File: src/rtl/dadda_mac_pipe.sv
// Three-stage pipelined unsigned multiply-add (A*B+M) built on a Dadda reduction tree.
// Define DADDA_ACC_EN to add the running accumulator (acc_clr / ACC ports).
module dadda_mac_pipe #(
  parameter int WIDTH = 8,
  parameter int ACC_W = 2*WIDTH+8
) (
  input  logic                 clk,
  input  logic                 rst,
  input  logic                 in_valid,
  output logic                 in_ready,
  input  logic [WIDTH-1:0]     A,
  input  logic [WIDTH-1:0]     B,
  input  logic [2*WIDTH-1:0]   M,
  output logic                 out_valid,
  input  logic                 out_ready,
  output logic [2*WIDTH:0]     RES
`ifdef DADDA_ACC_EN
  ,
  input  logic                 acc_clr,
  output logic [ACC_W-1:0]     ACC
`endif
);

  localparam int unsigned NC   = 2*WIDTH+1;
  localparam int unsigned MAXH = WIDTH;
  localparam int unsigned CI   = $clog2(NC);
  localparam int unsigned HI   = $clog2(MAXH);
  localparam int unsigned WI   = $clog2(WIDTH);

  if (WIDTH < 4 || WIDTH > 32 || ACC_W < 2*WIDTH+1) begin : g_param_chk
    $error("dadda_mac_pipe: illegal WIDTH/ACC_W");
  end

  // Bit matrix indexed [column][slot]; heights track occupied slots per column.
  typedef logic [NC-1:0][MAXH-1:0] mat_t;
  typedef int unsigned hgt_t [NC];

  function automatic int unsigned dseq(input int unsigned s);
    int unsigned d;
    d = 2;
    for (int unsigned i = 0; i < s; i++) d = (d * 3) / 2;
    return d;
  endfunction

  function automatic void pp_gen(input logic [WIDTH-1:0] a, input logic [WIDTH-1:0] b,
                                 output mat_t mo, output hgt_t ho);
    int unsigned c;
    mo = '0;
    ho = '{default: 0};
    for (int unsigned i = 0; i < WIDTH; i++) begin
      for (int unsigned j = 0; j < WIDTH; j++) begin
        c = i + j;
        mo[CI'(c)][HI'(ho[CI'(c)])] = a[WI'(i)] & b[WI'(j)];
        ho[CI'(c)] = ho[CI'(c)] + 1;
      end
    end
  endfunction

  // One Dadda stage: per column, apply just enough half/full adders (carries from the
  // previous column counted first) to bring the height down to d, then pass the rest through.
  function automatic void dadda_step(input mat_t mi, input hgt_t hi, input int unsigned d,
                                     output mat_t mo, output hgt_t ho);
    int unsigned rem, rd;
    logic x, y, z, s, cy;
    mo = '0;
    ho = '{default: 0};
    for (int unsigned c = 0; c < NC; c++) begin
      rem = hi[CI'(c)];
      rd  = 0;
      for (int unsigned k = 0; k < MAXH; k++) begin
        if (rem + ho[CI'(c)] > d) begin
          x = mi[CI'(c)][HI'(rd)];
          y = mi[CI'(c)][HI'(rd+1)];
          if (rem + ho[CI'(c)] == d + 1) begin
            s   = x ^ y;
            cy  = x & y;
            rd  = rd + 2;
            rem = rem - 2;
          end else begin
            z   = mi[CI'(c)][HI'(rd+2)];
            s   = x ^ y ^ z;
            cy  = (x & y) | (x & z) | (y & z);
            rd  = rd + 3;
            rem = rem - 3;
          end
          mo[CI'(c)][HI'(ho[CI'(c)])] = s;
          ho[CI'(c)] = ho[CI'(c)] + 1;
          if (c + 1 < NC) begin
            mo[CI'(c+1)][HI'(ho[CI'(c+1)])] = cy;
            ho[CI'(c+1)] = ho[CI'(c+1)] + 1;
          end
        end
      end
      for (int unsigned k = 0; k < MAXH; k++) begin
        if (k < rem) begin
          mo[CI'(c)][HI'(ho[CI'(c)])] = mi[CI'(c)][HI'(rd+k)];
          ho[CI'(c)] = ho[CI'(c)] + 1;
        end
      end
    end
  endfunction

  logic              v1_q, v2_q, v3_q;
  logic [NC-1:0]     s1_r0_d, s1_r1_d, s1_r2_d;
  logic [NC-1:0]     s1_r0_q, s1_r1_q, s1_r2_q;
  logic [2*WIDTH-1:0] m1_q, m2_q;
  logic [NC-1:0]     s2_sum_d, s2_cry_d;
  logic [NC-1:0]     s2_sum_q, s2_cry_q;
  logic [NC-1:0]     res_d, res_q;
  logic              stall;

  assign stall     = v3_q && !out_ready;
  assign in_ready  = !stall;
  assign out_valid = v3_q;
  assign RES       = res_q;

  always_comb begin : s1_reduce
    mat_t cm, nm;
    hgt_t ch, nh;
    nm = '0;
    nh = '{default: 0};
    pp_gen(A, B, cm, ch);
    for (int unsigned s = 8; s >= 1; s--) begin
      if (dseq(s) >= 3 && dseq(s) < MAXH) begin
        dadda_step(cm, ch, dseq(s), nm, nh);
        cm = nm;
        ch = nh;
      end
    end
    s1_r0_d = '0;
    s1_r1_d = '0;
    s1_r2_d = '0;
    for (int unsigned c = 0; c < NC; c++) begin
      s1_r0_d[CI'(c)] = cm[CI'(c)][0];
      s1_r1_d[CI'(c)] = cm[CI'(c)][1];
      s1_r2_d[CI'(c)] = cm[CI'(c)][2];
    end
  end

  // Final height-3 -> 2 Dadda stage is one full adder per column.
  always_comb begin
    s2_sum_d = s1_r0_q ^ s1_r1_q ^ s1_r2_q;
    s2_cry_d = ((s1_r0_q & s1_r1_q) | (s1_r0_q & s1_r2_q) | (s1_r1_q & s1_r2_q)) << 1;
  end

  always_comb begin
    res_d = s2_sum_q + s2_cry_q + {1'b0, m2_q};
  end

  always_ff @(posedge clk) begin
    if (rst) begin
      v1_q  <= 1'b0;
      v2_q  <= 1'b0;
      v3_q  <= 1'b0;
      res_q <= '0;
    end else if (!stall) begin
      v1_q     <= in_valid;
      v2_q     <= v1_q;
      v3_q     <= v2_q;
      s1_r0_q  <= s1_r0_d;
      s1_r1_q  <= s1_r1_d;
      s1_r2_q  <= s1_r2_d;
      m1_q     <= M;
      s2_sum_q <= s2_sum_d;
      s2_cry_q <= s2_cry_d;
      m2_q     <= m1_q;
      res_q    <= res_d;
    end
  end

`ifdef DADDA_ACC_EN
  logic             xfer;
  logic [ACC_W-1:0] acc_d, acc_q;

  assign xfer = v3_q && out_ready;
  assign ACC  = acc_q;

  always_comb begin
    acc_d = acc_q;
    if (xfer) acc_d = acc_clr ? ACC_W'(res_q) : acc_q + ACC_W'(res_q);
    else if (acc_clr) acc_d = '0;
  end

  always_ff @(posedge clk) begin
    if (rst) acc_q <= '0;
    else     acc_q <= acc_d;
  end
`endif

endmodule

File: config.mk
export PLATFORM = sky130hd
export DESIGN_NAME = dadda_mac_pipe
export DESIGN_NICKNAME = d
export VERILOG_FILES = /design/src/rtl/dadda_mac_pipe.sv
export SDC_FILE = /design/constraint.sdc
export NUM_CORES = 1
export LEC_CHECK = 0
export CAP_MARGIN = 0
export CORE_UTILIZATION = 40
export CTS_CLUSTER_DIAMETER = 50
export DETAILED_ROUTE_END_ITERATION = 12
export GPL_TIMING_DRIVEN = 0
export PLACE_DENSITY = 0.62
export SYNTH_ARGS = -nofsm -noshare
export SYNTH_HDL_FRONTEND = slang
export SYNTH_SLANG_ARGS = --single-unit
File: constraint.sdc
create_clock -name clk -period 8.2 [get_ports clk]
set_input_delay 1.64 -clock clk [delete_from_list [all_inputs] [get_ports clk]]
set_output_delay 1.64 -clock clk [all_outputs]
set_load 0.005 [all_outputs]
# Word-level counts from Yosys, hierarchy flattened
# Cells that the tools add are included.
[totals]
regBits = 125
latch_bits = 0
mem_bits_ro = 0
word_cells = 270
mem_count = 0
ramBits = 0
input_bits = 36
[classes]
add_sub_neg = 2
order_cmp = 0
bitwise = 253
n_eq_ne = 0
div_mod_pow = 0
shifts = 0
mul = 0
n_reduce_logical = 4
mux = 0
[op_table]
columns = ["cell", "count"]
rows = [
  ["bitwise AND 1 bit", 142],
  ["bitwise XOR 1 bit", 54],
  ["OR 1 bit", 48],
  ["bitwise AND 15 x 14 -> 15 bit", 2],
  ["adder 17 x 16 -> 17 bit", 1],
  ["adder 17 bit", 1],
  ["bitwise XOR 17 x 14 -> 17 bit", 1],
  ["OR 16 x 14 -> 16 bit", 1],
  ["OR 15 bit", 1],
  ["bitwise XOR 15 x 14 -> 15 bit", 1],
  ["bitwise AND 14 bit", 1],
  ["zero test 1 bit", 2],
  ["NOT 1 bit", 2],
  ["AND reduction 2 bit", 1],
  ["logical AND 1 bit", 1],
]

# Logic depth before layout (Yosys ltp)
[logic_depth]
depth_word = 10
ltp_mapped = 9
mapped_depth_nobuf = 9

# Worst setup path before layout
# Ideal clock, no wire load.
[synth_timing]
path_type = "input-to-reg"
startpoint = "input out_ready"
endpoint = "register res_q[14] (netlist: RES[14])"
n_path_buf = 1
arrival_time_ps = 6913
path_slack_ps = 1190
stages = 6
cell_sequence = "nor2b_1 > clkbuf_1 > nor2_1 > and4_2 > o21ai_0 > o221ai_1"
[synth_between]
elab_chain_cells = 2
[synth_rtl]
columns = ["item", "line", "rtl"]
rows = [
  ["from (decl)", "15", "input logic out_ready,"],
  ["zero test 1 bit", "112", "assign stall = v3_q && !out_ready;"],
  ["logical AND 1 bit", "112", ""],
  ["to (signal assigned)", "167", "res_q <= res_d;"],
  ["to (decl)", "109", "logic [NC-1:0] res_d, res_q;"],
]
# No other way between the ends.
# A chain may end at the register's enable or synchronous reset.

# Final worst setup path
[layout_timing]
startpoint = "input out_ready"
endpoint = "output in_ready"
[layout_between]
elab_chain_cells = 3
[layout_rtl]
columns = ["item", "line", "rtl"]
rows = [
  ["zero test 1 bit", "112", ""],
  ["logical AND 1 bit", "112", ""],
  ["zero test 1 bit", "-", ""],
  ["to (decl)", "10", "output logic in_ready,"],
]
# No other way between the ends.

==> results.py <==
metrics = {
    "global_route": {
        "grt.overflow.total": 0,
        "grt_use_total_pct": 14.7,
        "grt_pass1_vias": 3617,
        "grt_pass1_wl_um": 17700,
        "grt_max_degree": 39,
        "antenna_found_initial": 0,
    },
    "pwr": {
        "seqPwrFrac_pct": 39.4,
        "power_frac_comb_pct": 23.7,
        "p_switching_uw": 557,
        "p_leak_nw": 2.94,
        "p_per_area_nw_per_um2": 270,
        "worst_ir_drop_vdd_mv": 0.147,
        "p_int_mw": 1.47,
        "swShare_pct": 27.5,
        "clkPwrFrac_pct": 36.9,
        "finalPower_mw": 2.03,
    },
    "timing": {
        "finalHoldViolations": 0,
        "setup_viol": 0,
        "slew-limit-headroom_pct": 45.0,
        "fmax_mhz": 197,
        "rsz0062_at_grt": "false",
        "fin_setup_tns_ns": 0,
        "finClkSkew_ns": 0.00834,
        "finalWorstSetupSlack_ns": 3.13,
        "fin_crit_sh_pct": 61.8,
        "slew_violations": 0,
        "finalCriticalPeriod_ns": 5.07,
        "holdWs_ns": 0.418,
        "worstMarginPinSlew_ns": 0.823,
    },
    "placement": {
        "place.gp.congestion": 0.829,
        "pre_cts_slack_ns": 3.12,
        "hpwl_um": 7680,
        "portBuffers": 54,
    },
    "worst_hold_path": {
        "hold_path.class": "reg2reg",
    },
    "synth": {
        "syn_area_um2": 6100,
        "synth_top_area_share_pct": 49.2,
        "ys_seq_area_share_pct": 55.8,
        "synth-edff-count": 100,
        "ys_top_cells_by_area": "edfxtp_1 49%, fa_1 16%, dfxtp_1 6.6%",
        "ys_types": 45,
        "yosys_warnings": 0,
        "yosys.cell_count.top_type": "edfxtp_1",
        "synth_flop_cell": "edfxtp_1",
        "synth_nets": 560,
        "yosys-top-cells-count": "100 x edfxtp_1, 50 x fa_1, 43 x and2_1",
        "synth.avg_cell_area_um2": 13.6,
        "synth_async_sr_flop_share_pct": 0,
        "synth_cells": 450,
        "synth-seq-cells": 120,
        "yosysTopAreaCell": "edfxtp_1",
    },
    "die": {
        "core_um2": 14700,
        "num_rows": 44,
        "start_util_pct": 41.5,
        "die_x_um": 126,
        "io_pins": 55,
        "die-height_um": 126,
        "dieArea_um2": 15800,
    },
    "clock_tree": {
        "clk_pin_slew_worst_paths_ns": 0.05,
        "htreeDepth": 4,
        "cts_buffer_depth": 2,
        "cts-root-buf": "clkbuf_16",
        "clock_latency_ns": 0.41,
        "cts_tree": "done",
        "cts_buffers": 17,
        "ctsHoldBuffers": 0,
        "cts_resized": 0,
        "clkSinkCount": 120,
        "postCtsSetupBuffers": 0,
    },
    "critical_path": {
        "arrival_ns": 3.43,
        "crit_path_end_kind": "output port",
        "crit_top_cell": "clkdlybuf4s50_1",
        "path_class": "in2out",
        "required_ns": 6.56,
        "critPathMaxStageDelay_ns": 0.52,
        "crit_slowest_cell": "clkdlybuf4s50_1",
        "critPathTopFamily": "buffers and inverters",
        "path_cells": "clkdlybuf4s50_1 -> nor2b_1 -> clkinv_1 -> clkbuf_1 -> clkdlybuf4s50_1",
        "crit_buf_inv": 4,
        "worstPathMaxFanout": 10,
        "cp-start-kind": "input pin",
    },
    "drt": {
        "via_per_inst": 4.93,
        "wl_um": 10400,
        "wire_per_inst_um": 14.4,
        "vias": 3562,
        "postRouteAntennaNets": 0,
        "drt-initial-drc-count": 203,
        "route.detailed.drc": 5,
        "first_pass_iters": 8,
    },
    "layout": {
        "drive_gt1_share_pct": 7.43,
        "area_growth_pct": 23.2,
        "fin_nets": 635,
        "diodes": 0,
    },
    "job": {
        "drv_cap": 0,
    },
    "status": {
        "violations": "DRC",
        "status": "complete, but fails checks",
    },
}
[metrics by stage]
step	cells	util, %	cell area, um2
after CTS	722	51.2	7520
after global placement	688	46.8	6870
final	722	51.2	7520
after floorplan	450	-	6100
after detailed placement	690	47.1	6920
after global routing	722	51.2	7520
[routing by layer]
layer	track usage, %	part of all wire (%)	vias up
met5	0	0	-
met4	7.25	1.6	0
met3	4.07	4.0	14
met2	22.6	47	88
met1	19.3	48	1724
li1	-	-	1736
[layout make-up]
cell class | instances | area (um2)
repair buffers | 56 | 581
multi-input cells | 279 | 2500
clock buffers | 18 | 429
well taps | 184 | 230
plain buffers | 10 | 52.6
clock inverters | 14 | 170
flip-flops and latches | 120 | 3400
fillers | 1236 | 7180
inverters | 41 | 154
[power by group through the flow]
stage	clock [mW]	combinational [mW]	sequential [mW]
after global placement	0	0.473	0.814
after floorplan	0	0.309	0.810
final	0.748	0.481	0.798
after global routing	0.789	0.547	0.809
after CTS	0.763	0.484	0.800
after detailed placement	0	0.480	0.812
[cell usage in the layout (no fill, tap or decap), types with 4 or more instances in the layout]
cell type	Yosys	final
ha_1	24	24
nor2_1	9	8
clkinv_1	1	4
o21ai_0	13	13
dfxtp_1	20	20
edfxtp_1	100	100
clkbuf_16	0	17
fa_1	50	50
o211ai_1	6	6
nand2_1	41	41
nor3_1	8	8
clkbuf_1	8	9
nand3_1	9	9
a211oi_1	4	4
clkdlybuf4s50_1	0	54
inv_6	0	4
and2_1	43	43
a21oi_1	19	19
inv_1	40	40
or3_1	4	4
nand3b_1	10	10
[logic make-up (layout without fill, tap and decap cells)]
group	Yosys count	in the layout	synth area share, %
AND/OR/NAND/NOR	142	142	12.7
flip-flops	120	120	55.8
adder cells (fa/ha/maj)	74	74	21.3
AO/OA/AOI/OAI	61	61	6.56
buffers and inverters	51	139	3.38
XOR/XNOR	1	1	0.144
multiplexers	1	1	0.164
[worst register-to-register path, delay by kind of cell, from the launching register on]
family / cells / cell delay, ns
flops: 1 / 0.42
simple gates: 1 / 0.27
compound gates: 4 / 0.95
fa+ha+maj: 2 / 0.88
[final timing paths]
check / start / endpoint / slack, ns / cells after the start
setup / recovery: out_ready / in_ready / 3.13 / 5
setup reg to reg: m2_q[7] / RES[14] / 5.62 / 7
hold reg to reg: m1_q[11] / m2_q[11] / 0.42 / 0
hold / removal: m1_q[11] / m2_q[11] / 0.42 / 0
[flip-flops by register name, summed over array words and instances (netlist names)]
name and flops:
RES 17, m1_q 16, m2_q 16, out_valid 1, s1_r0_q 15, s1_r1_q 13
s1_r2_q 12, s2_cry_q 13, s2_sum_q 15, v1_q 1, v2_q 1
Note: power is estimated with default switching activity, not from simulation.
